<file path="config.mk">
export PLATFORM = sky130hd
export DESIGN_NAME = melody_sequencer
export DESIGN_NICKNAME = d
export VERILOG_FILES = /design/src/rtl/melody_pkg.sv /design/src/rtl/melody_rom.sv /design/src/rtl/melody_sequencer.sv
export SDC_FILE = /design/constraint.sdc
export NUM_CORES = 1
export LEC_CHECK = 0
export CORE_UTILIZATION = 50
export DETAILED_ROUTE_END_ITERATION = 12
export PLACE_DENSITY_LB_ADDON = 0.2
export SYNTH_ARGS = -nofsm -noshare
export SYNTH_HDL_FRONTEND = slang
export SYNTH_SLANG_ARGS = --single-unit
</file>
<file path="constraint.sdc">
create_clock -name clk -period 6.2 [get_ports clk]
set_input_delay 0.62 -clock clk [delete_from_list [all_inputs] [get_ports clk]]
set_output_delay 0.62 -clock clk [all_outputs]
set_load 0.005 [all_outputs]
</file>
<file path="src/rtl/melody_pkg.sv">
// Shared definitions for the melody sequencer: table entry layout, special
// note codes, duration decoding and the playback FSM states.
package melody_pkg;

    localparam int ENTRY_W  = 11;
    localparam int DUR_MSB  = 10;
    localparam int DUR_LSB  = 9;
    localparam int OCT_MSB  = 8;
    localparam int OCT_LSB  = 5;
    localparam int NOTE_MSB = 4;
    localparam int NOTE_LSB = 1;
    localparam int RSVD_BIT = 0;

    localparam logic [3:0] NOTE_REST = 4'd12;
    localparam logic [3:0] NOTE_END  = 4'd15;

    typedef enum logic [2:0] {
        ST_IDLE,
        ST_FETCH,
        ST_DECODE,
        ST_PLAY,
        ST_GAP
    } state_t;

    // Duration code 0..3 selects 1, 2, 4 or 8 tick units.
    function automatic logic [3:0] dur_units(input logic [1:0] dur);
        return 4'd1 << dur;
    endfunction

    function automatic logic [ENTRY_W-1:0] melody_entry(
        input logic [1:0] dur,
        input logic [3:0] oct,
        input logic [3:0] note
    );
        return {dur, oct, note, 1'b0};
    endfunction

endpackage

</file>
<file path="src/rtl/melody_rom.sv">
// Melody table: synchronous-read lookup, one-cycle latency. Unlisted
// addresses hold the END marker so playback always terminates.
module melody_rom #(
    parameter int DEPTH_LOG2 = 6
) (
    input  logic                        clk,
    input  logic [DEPTH_LOG2-1:0]       addr,
    output logic [melody_pkg::ENTRY_W-1:0] data
);
    import melody_pkg::*;

    always_ff @(posedge clk) begin
        case (addr)
            DEPTH_LOG2'(0): data <= melody_entry(2'd0, 4'd5, 4'd6);
            DEPTH_LOG2'(1): data <= melody_entry(2'd1, 4'd4, NOTE_REST);
            DEPTH_LOG2'(2): data <= melody_entry(2'd0, 4'd5, 4'd2);
            default:        data <= melody_entry(2'd0, 4'd0, NOTE_END);
        endcase
    end

endmodule

</file>
<file path="src/rtl/melody_sequencer.sv">
// Autonomous melody player feeding the piano's one-hot key vector and octave,
// with per-note durations, a silent retrigger gap, start/stop and looping.
module melody_sequencer #(
    parameter int TICK_CYCLES = 187500,
    parameter int GAP_CYCLES  = 10000,
    parameter int DEPTH_LOG2  = 6
) (
    input  logic                  clk,
    input  logic                  rst_n,
    input  logic                  start,
    input  logic                  stop,
    input  logic                  loop,
    output logic [11:0]           keys,
    output logic [3:0]            octave,
    output logic                  busy,
    output logic                  note_strobe,
    output logic [DEPTH_LOG2-1:0] step_idx
);
    import melody_pkg::*;

    localparam int CNT_W = $clog2(8 * TICK_CYCLES);
    // PLAY exits when the counter reads 0 (load+1 cycles); GAP likewise, and
    // FETCH+DECODE are taken out of the gap so keys stay low GAP_CYCLES total.
    localparam logic [CNT_W-1:0] GAP_LOAD = CNT_W'(GAP_CYCLES - 3);

    state_t                  state_reg, state_next;
    logic [CNT_W-1:0]        cnt_reg, cnt_next;
    logic [DEPTH_LOG2-1:0]   step_idx_reg, step_idx_next;
    logic [11:0]             keys_reg, keys_next;
    logic [3:0]              octave_reg, octave_next;
    logic                    strobe_reg, strobe_next;

    logic [ENTRY_W-1:0]      rom_data;
    logic [1:0]              entry_dur;
    logic [3:0]              entry_oct;
    logic [3:0]              entry_note;
    logic [11:0]             key_dec;
    logic [CNT_W-1:0]        play_load;
    logic                    unused_rsvd;

    melody_rom #(
        .DEPTH_LOG2(DEPTH_LOG2)
    ) u_rom (
        .clk  (clk),
        .addr (step_idx_reg),
        .data (rom_data)
    );

    assign entry_dur   = rom_data[DUR_MSB:DUR_LSB];
    assign entry_oct   = rom_data[OCT_MSB:OCT_LSB];
    assign entry_note  = rom_data[NOTE_MSB:NOTE_LSB];
    assign unused_rsvd = rom_data[RSVD_BIT];

    // Bit 11 is note 0 (C) down to bit 0 for note 11 (B).
    generate
        for (genvar gi = 0; gi < 12; gi++) begin : g_key_dec
            assign key_dec[gi] = (entry_note == 4'(11 - gi));
        end
    endgenerate

    assign play_load = CNT_W'(32'(dur_units(entry_dur)) * 32'(TICK_CYCLES)
                              - 32'(GAP_CYCLES) - 32'd1);

    always_ff @(posedge clk or negedge rst_n) begin
        if (!rst_n) begin
            state_reg    <= ST_IDLE;
            cnt_reg      <= '0;
            step_idx_reg <= '0;
            keys_reg     <= '0;
            octave_reg   <= '0;
            strobe_reg   <= 1'b0;
        end else begin
            state_reg    <= state_next;
            cnt_reg      <= cnt_next;
            step_idx_reg <= step_idx_next;
            keys_reg     <= keys_next;
            octave_reg   <= octave_next;
            strobe_reg   <= strobe_next;
        end
    end

    always_comb begin
        state_next    = state_reg;
        cnt_next      = cnt_reg;
        step_idx_next = step_idx_reg;
        keys_next     = keys_reg;
        octave_next   = octave_reg;
        strobe_next   = 1'b0;

        case (state_reg)
            ST_IDLE: begin
                if (start) begin
                    state_next    = ST_FETCH;
                    step_idx_next = '0;
                end
            end
            ST_FETCH: begin
                state_next = ST_DECODE;
            end
            ST_DECODE: begin
                if (entry_note == NOTE_END) begin
                    step_idx_next = '0;
                    if (loop) begin
                        state_next = ST_FETCH;
                    end else begin
                        state_next  = ST_IDLE;
                        keys_next   = '0;
                        octave_next = '0;
                    end
                end else begin
                    state_next  = ST_PLAY;
                    strobe_next = 1'b1;
                    cnt_next    = play_load;
                    if (entry_note < NOTE_REST) begin
                        keys_next   = key_dec;
                        octave_next = entry_oct;
                    end else begin
                        keys_next = '0;
                    end
                end
            end
            ST_PLAY: begin
                if (cnt_reg == '0) begin
                    state_next = ST_GAP;
                    keys_next  = '0;
                    cnt_next   = GAP_LOAD;
                end else begin
                    cnt_next = cnt_reg - CNT_W'(1);
                end
            end
            ST_GAP: begin
                if (cnt_reg == '0) begin
                    state_next    = ST_FETCH;
                    step_idx_next = step_idx_reg + DEPTH_LOG2'(1);
                end else begin
                    cnt_next = cnt_reg - CNT_W'(1);
                end
            end
            default: begin
                state_next = ST_IDLE;
            end
        endcase

        // Restart while playing abandons the current note silently.
        if (start && (state_reg != ST_IDLE)) begin
            state_next    = ST_FETCH;
            step_idx_next = '0;
            keys_next     = '0;
            cnt_next      = '0;
            strobe_next   = 1'b0;
        end

        if (stop) begin
            state_next    = ST_IDLE;
            step_idx_next = '0;
            keys_next     = '0;
            octave_next   = '0;
            cnt_next      = '0;
            strobe_next   = 1'b0;
        end
    end

    assign keys        = keys_reg;
    assign octave      = octave_reg;
    assign busy        = (state_reg != ST_IDLE);
    assign note_strobe = strobe_reg;
    assign step_idx    = step_idx_reg;

endmodule

</file>
# After elaboration in Yosys (flattened, before gate mapping)
# Index checks and enable logic that the tools add are counted.
totals:
  ff_bits: 57
classes:
  add_sub_neg: 4
  multipliers: 1
  n_lt_le_gt_ge: 1
  eq_ne: 26
  shifts: 1
  muxes: 37
  n_reduce_logical: 16
op_table:
  columns: ["op", "n"]
  rows:
  - ["$mux 21", 5]
  - ["$mux 12", 6]
  - ["$pmux 21 s3", 1]
  - ["$mux 6", 5]
  - ["$pmux 10 s3", 1]
  - ["$ne 4x4->1 const B", 6]
  - ["$pmux 12 s2", 1]
  - ["$logic_not 21->1", 1]
  - ["$sub 21x1->21 const B", 1]
  - ["$sub 21x14->21 const B", 1]
  - ["$sub 21x2->21 const B", 1]
  - ["$eq 4x4->1 const B", 5]
  - ["$mux 4", 5]
  - ["$mul 4x16->19 const B", 1]
  - ["$mux 3", 6]
  - ["$pmux 6 s3", 1]
  - ["$eq 4x3->1 const B", 4]
  - ["$pmux 3 s5", 1]
  - ["$reduce_and 3->1", 4]
  - ["$reduce_bool 5->1", 2]
  - ["$eq 4x2->1 const B", 2]
  - ["$add 6x1->6 const B", 1]
  - ["$eq 3x2->1 const B", 2]
  - ["$eq 6x1->1 const B", 1]
  - ["other kinds (17)", 22]

# Logic depth before layout (Yosys ltp)
# Gate-level depths: netlist of run 1.
logic_depth:
  word_depth: 8
  mapped_depth: 9
  depth_no_buf: 8

# Modules after synthesis
# Synthesis of run 1 repeated with hierarchy kept, for this count alone.
unflattened:
  hier_cells: 387
  hier_area_um2: 3418.3
by_module_without_submodules:
  columns: ["mod", "instances", "cells_per_inst", "area_each_um2"]
  rows:
  - ["melody_sequencer", 1, 365, 3176.8]
  - ["melody_rom", 1, 22, 241.5]

# Worst setup path after synthesis of run 1
# OpenSTA, ideal clock, no wires.
synth_path:
  kind: "register -> register"
  from: "reg cnt_reg[0]"
  to: "reg cnt_reg[7]"
  setup_time_ns: 0.121
  t_arrival_ns: 1.974
  setup_slack_ns: 4.105
  stages_incl_launch_ff: 10
  n_path_buf: 1
  path_cell_list: "dfrtp_1 inv_1 ha_1 nor4b_1 nand3_1 or3_1 buf_2 nand2_1 o21ai_1 a22o_1"
synth_via:
  elab_chain_len: 5
  word_cells_on_any_way: 9
  cone_classes: "add/sub (1); eq/ne (1); mux (5); reduce/logical (2)"
synth_rtl:
  columns: ["item", "line", "rtl"]
  rows:
  - ["start: declaration", "melody_sequencer.sv:27", "logic [CNT_W-1:0] cnt_reg, cnt_next;"]
  - ["start signal: assignment", "melody_sequencer.sv:74", "cnt_reg <= cnt_next;"]
  - ["$sub 21x1->21 or $logic_not 21->1 (tied branches)", null, null]
  - ["$mux 21, on equally long branches", "melody_sequencer.sv:132, melody_sequencer.sv:123", null]
  - ["$pmux 21 s3", "melody_sequencer.sv:90", "case (state_reg)"]
  - ["$mux 21", "melody_sequencer.sv:145", "if (start && (state_reg != ST_IDLE)) begin"]
  - ["$mux 21", "melody_sequencer.sv:153", "if (stop) begin"]
# Parallel ways exist; a longest one is shown, timed or not. The select of a mux whose other input is x is not followed.
# A chain may end at the register's enable or synchronous reset.

# Worst setup path after layout of run 1
layout_path:
  from: "reg cnt_reg[0]"
  to: "reg cnt_reg[1]"
# The elaborated chain is that of the path after synthesis.

==> results.py, run 1 <==
metrics = {
    "outcome": {
        "outcome": "complete, no violations",
    },
    "pwr": {
        "p_leak_nw": 1.36,
        "power.internal_uw": 508,
        "power_frac_seq": 0.532,
        "switchingPower_uw": 195,
        "power_density_nw_per_um2": 209,
        "peakVddDrop_mv": 0.104,
        "p_clk_frac": 0.329,
        "pwr-share-comb": 0.139,
        "p_sw_frac": 0.278,
    },
    "drt": {
        "routed_via_density": 6.28,
        "drt-pass1-iter-count": 5,
        "vias": 2650,
        "drc_errors": 0,
        "wl_per_cell_um": 16.7,
        "drt_iter0_markers": 214,
        "ant_nets": 0,
        "drt_wl_total_um": 7040,
    },
    "placement": {
        "dpl_cell_area_um2": 3250,
        "place_ws_ns": 3.35,
        "hpwl_um": 5130,
        "port_buffers": 26,
        "gp_congestion": 0.954,
    },
    "sta": {
        "fin_crit_ns": 2.89,
        "worst_slew_pin_slew_ns": 1.14,
        "grt_setup_unrepaired": "no",
        "max_freq_mhz": 347,
        "hold_viol_final": 0,
        "worst_slack_ns": 3.31,
        "whs_ns": 0.444,
        "setup_tns_ns": 0,
        "relSlewSlack": 0.236,
        "maxSlewViolCount": 0,
        "skew_ns": 0.0128,
        "setup_violations": 0,
        "fin_crit_sh": 0.465,
    },
    "synth": {
        "synthFlopType": "dfrtp_1",
        "async_flop_share": 0.865,
        "synth_cell_types": 62,
        "ys_ff_latch": 52,
        "synthCells": 329,
        "seq_area_frac_synth": 0.425,
        "synth_edf_count": 0,
        "yosysWarnings": 0,
        "syn_area_um2": 2980,
        "synth_area_per_cell_um2": 9.06,
    },
    "clocking": {
        "postCtsResizedCells": 0,
        "postCtsSetupRepairBufs": 0,
        "cts_num_sinks": 52,
        "cts_hold_buf": 0,
        "cts_tree": "yes",
        "cts_buffers": 5,
        "root_buffer": "clkbuf_8",
        "clock_latency_ns": 0.31,
        "clk_pin_slew_ns": 0.09,
        "clock_path_buffers": 2,
        "cts_max_level": 2,
    },
    "floorplan": {
        "die_h_um": 79.2,
        "die_area_um2": 6280,
        "ios": 29,
        "core_um2": 5640,
        "start_util": 0.528,
        "die_w_um": 79.2,
        "num_rows": 27,
    },
    "layout": {
        "largest_reg_flops": 21,
        "drive_above_1_share": 0.0943,
        "layout.filler_cells": 515,
        "fin_area_um2": 3360,
        "layout_commonest_cell": "dfrtp_1",
        "final_cell_mix": "dfrtp_1 (45), nand2_1 (36), nor2_1 (30)",
        "area_growth_pct": 12.8,
        "diodes": 0,
        "num-nets-final": 360,
    },
    "worst_setup_path": {
        "slowest_delay_ns": 0.99,
        "path_cells": "inv_1, ha_1, nor4b_1, nand3_1, nor3_1, o21ai_0, a22o_1",
        "path_max_fanout": 11,
        "cp-start-kind": "flip-flop",
        "crit_slowest_cell": "nor3_1",
        "cp_data_arrival_time_ns": 3.08,
        "path_class": "reg2reg",
        "cp-end-kind": "flip-flop",
        "critical_path_required_ns": 6.39,
    },
    "global_routing": {
        "overflow": 0,
        "grt_max_degree": 46,
        "grt_use_total": 0.248,
        "antenna_found_initial": 0,
        "grt_pass1_vias": 2501,
        "grt_pass1_wl_um": 12200,
    },
    "run": {
        "cap_violations": 0,
    },
    "min_path": {
        "min_path_type": "reg2reg",
    },
}
per-layer routing:
metal | track usage | vias up | share of wire
li1 | - | 1256 | -
met4 | 0.0800 | 0 | 0.016
met5 | 0 | - | 0
met2 | 0.389 | 95 | 0.45
met3 | 0.0414 | 14 | 0.060
met1 | 0.347 | 1285 | 0.47
critical path: cells and delay by family, from the launching register on:
| family | cells | cell delay, ns |
|---|---|---|
| AND/OR/NAND/NOR | 3 | 1.58 |
| AO/OA/AOI/OAI | 2 | 0.48 |
| flip-flops | 1 | 0.39 |
| buffers and inverters | 1 | 0.12 |
| adder cells (fa/ha/maj) | 1 | 0.21 |
per-stage QoR:
stage	power [mW]	instances	util
floorplan	0.445	330	-
CTS	0.707	422	0.596
detailed placement	0.477	414	0.577
global route	0.739	422	0.596
global placement	0.476	414	0.577
finish	0.703	422	0.596
kinds of logic after synthesis:
group                    count (synthesis)  synth area share
buffers and inverters                   23            0.0369
adder cells (fa/ha/maj)                  6            0.0252
AND/OR/NAND/NOR                        146             0.278
flip-flops                              52             0.425
multiplexers                             1           0.00336
other                                    1           0.00126
AO/OA/AOI/OAI                          100             0.231
area by class of cell:
cell class,instances,area (µm²),area share
multi-input combinational,255,1610,0.479
sequential,52,1270,0.377
timing repair buffer,26,255,0.0759
tap,72,90.1,0.0268
clock buffer,6,72.6,0.0216
clock inverter,2,35.0,0.0104
inverter,9,33.8,0.0100
power groups by stage:
stage | Combinational [mW] | Clock [mW] | Sequential (mW)
2_1_floorplan | 0.0700 | 0 | 0.375
3_3_place_gp | 0.0962 | 0 | 0.380
3_5_place_dp | 0.0971 | 0 | 0.380
4_1_cts | 0.0973 | 0.236 | 0.374
5_1_grt | 0.109 | 0.252 | 0.378
6_report | 0.0978 | 0.231 | 0.374
cell usage after synthesis, drive strengths merged (3+ instances only):
cell type | n | area share
o2bb2ai | 4 | 0.012
a31oi | 3 | 0.0063
clkbuf | 5 | 0.0067
nor2b | 3 | 0.0063
nor3b | 5 | 0.019
nand3 | 16 | 0.027
dfrtp | 45 | 0.38
nor2 | 30 | 0.038
a211oi | 3 | 0.0076
a21o | 5 | 0.013
nand2 | 38 | 0.050
a21oi | 24 | 0.047
nand4 | 4 | 0.013
or3 | 9 | 0.021
o41ai | 3 | 0.011
nor4 | 8 | 0.032
o21ai | 28 | 0.048
buf | 9 | 0.019
nor3 | 16 | 0.029
ha | 6 | 0.025
a22o | 7 | 0.021
inv | 9 | 0.011
or2 | 4 | 0.0092
nand2b | 3 | 0.0063
dfxtp | 7 | 0.047
o31ai | 9 | 0.027
worst paths after layout:
path	start	to	slack [ns]	cells past startpoint
max	cnt_reg[0]$_DFFE_PN0P_	cnt_reg[1]$_DFFE_PN0P_	3.31	7
min	u_rom.data[7]$_DFF_P_	octave[2]$_DFFE_PN0P_	0.44	2
max reg2reg	cnt_reg[0]$_DFFE_PN0P_	cnt_reg[1]$_DFFE_PN0P_	3.31	7
min reg2reg	u_rom.data[7]$_DFF_P_	octave[2]$_DFFE_PN0P_	0.44	2
max in group asynchronous	rst_n	state_reg[2]$_DFFE_PN0P_	5.09	1
min in group asynchronous	rst_n	cnt_reg[14]$_DFFE_PN0P_	0.47	1
No activity file was read; power rests on OpenSTA's default activity.
==> inputs of run 2 (changes only) <==
==> constraint.sdc (replaced) <==
create_clock -name clk -period 2.6 [get_ports clk]
set_input_delay 0.26 -clock clk [delete_from_list [all_inputs] [get_ports clk]]
set_output_delay 0.26 -clock clk [all_outputs]
set_load 0.005 [all_outputs]
==> results.py, run 2 (same netlist as run 1, synthesis figures left out) <==
metrics = {
    "sta": {
        "relSlewSlack": 0.344,
        "hold_viol_final": 0,
        "setup_violations": 0,
        "max_freq_mhz": 417,
        "maxSlewViolCount": 0,
        "worst_slack_ns": 0.205,
        "worst_slew_pin_slew_ns": 0.984,
        "skew_ns": 0.00578,
        "fin_crit_sh": 0.921,
        "setup_tns_ns": 0,
        "fin_crit_ns": 2.40,
        "grt_setup_unrepaired": "no",
    },
    "placement": {
        "port_buffers": 26,
        "placedCellCount": 426,
        "dpl_cell_area_um2": 3340,
        "hpwl_um": 5180,
        "gp_congestion": 0.954,
        "place_ws_ns": 0.254,
    },
    "worst_setup_path": {
        "path_class": "reg2reg",
        "cp-start-kind": "flip-flop",
        "cp-end-kind": "flip-flop",
        "startpoint": "cnt_reg[0]$_DFFE_PN0P_",
        "r2r_cells": 8,
        "r2r-start": "cnt_reg[0]$_DFFE_PN0P_",
        "r2r-end": "cnt_reg[7]$_DFFE_PN0P_",
        "path_max_fanout": 7,
        "cp_data_arrival_time_ns": 2.61,
        "reg2reg_slack_ns": 0.20,
        "critical_path_required_ns": 2.81,
    },
    "drt": {
        "drt-pass1-iter-count": 5,
        "ant_nets": 0,
        "vias": 2625,
        "wl_met2_um": 3140,
        "met1Wirelength_um": 3540,
        "routed_via_density": 6.05,
        "drt_wl_total_um": 7150,
        "wl_per_cell_um": 16.5,
        "drt_iter0_markers": 251,
        "drc_errors": 0,
        "wl_met3_um": 399,
        "top_layer": "met4",
    },
    "layout": {
        "final_cell_mix": "dfrtp_1 (45), nand2_1 (36), nor2_1 (30)",
        "largest_reg_flops": 21,
        "fin_cells": 434,
        "fin_area_um2": 3440,
        "num-nets-final": 372,
        "diodes": 0,
        "area_growth_pct": 15.4,
        "drive_above_1_share": 0.127,
        "layout_commonest_cell": "dfrtp_1",
    },
    "global_routing": {
        "overflow": 0,
        "grt_use_total": 0.243,
        "grt_pass1_wl_um": 11700,
        "grt_pass1_vias": 2357,
        "grt_max_degree": 46,
        "antenna_found_initial": 0,
    },
    "clocking": {
        "cts_hold_buf": 0,
        "postCtsSetupRepairBufs": 0,
        "cts_max_level": 2,
        "clk_pin_slew_ns": 0.10,
        "postCtsResizedCells": 0,
        "cts_buffers": 5,
        "clock_latency_ns": 0.32,
        "clock_path_buffers": 2,
        "root_buffer": "clkbuf_8",
        "cts_tree": "yes",
        "cts_num_sinks": 52,
    },
    "floorplan": {
        "num_rows": 27,
        "ios": 29,
        "die_w_um": 79.2,
        "die_h_um": 79.2,
        "start_util": 0.528,
        "die_area_um2": 6280,
        "core_um2": 5640,
    },
    "run": {
        "cap_violations": 0,
    },
    "pwr": {
        "peakVddDrop_mv": 0.262,
        "power_density_nw_per_um2": 475,
        "p_leak_nw": 1.41,
    },
    "min_path": {
        "min_path_type": "in2async",
    },
    "outcome": {
        "outcome": "complete, no violations",
    },
}
## run 2: worst max-delay path, cell delays in order (launching register included)
cell and delay [ns]:
dfrtp_1 0.40, inv_1 0.12, ha_1 0.22, nor4b_1 0.26, nand3_1 0.30, or3_1 0.53, nand2_1 0.14, o21ai_1 0.08
a22o_1 0.24
## run 2: power by group
part           switching [mW]  leakage (nW)  internal (mW)
logic                   0.151         0.707         0.0926
registers              0.0512         0.656          0.840
clock network           0.303        0.0463          0.198
total                   0.505          1.41           1.13
## run 2: metrics by stage
step           power [mW]  hold slack, ns   util
3_3_place_gp         1.15           0.425  0.593
3_5_place_dp         1.15           0.434  0.593
6_report             1.64          0.0930  0.610
4_1_cts              1.64           0.133  0.610
2_1_floorplan        1.06         -0.0356      -
5_1_grt              1.71           0.177  0.610
## run 2: metal layers
layer,vias up,track usage
met2,90,0.359
met5,-,0
met1,1257,0.351
met3,7,0.0529
met4,0,0.0764
li1,1271,-
## run 2: final cells by class
class / count / area (µm²)
Timing Repair Buffer: 38 / 345
Multi-Input combinational cell: 255 / 1610
Clock buffer: 5 / 68.8
Sequential cell: 52 / 1270
Fill cell: 494 / 2200
Tap cell: 72 / 90.1
Inverter: 9 / 33.8
Clock inverter: 3 / 27.5
## run 2: worst max path at each step
| stage | end | slack [ns] |
|---|---|---|
| global route | cnt_reg[7]$_DFFE_PN0P_ | 0.06 |
| global placement | cnt_reg[16]$_DFFE_PN0P_ | 0.31 |
| finish | cnt_reg[7]$_DFFE_PN0P_ | 0.20 |
| detailed placement | cnt_reg[7]$_DFFE_PN0P_ | 0.25 |
| CTS | cnt_reg[7]$_DFFE_PN0P_ | 0.23 |
| floorplan | cnt_reg[7]$_DFFE_PN0P_ | 0.50 |
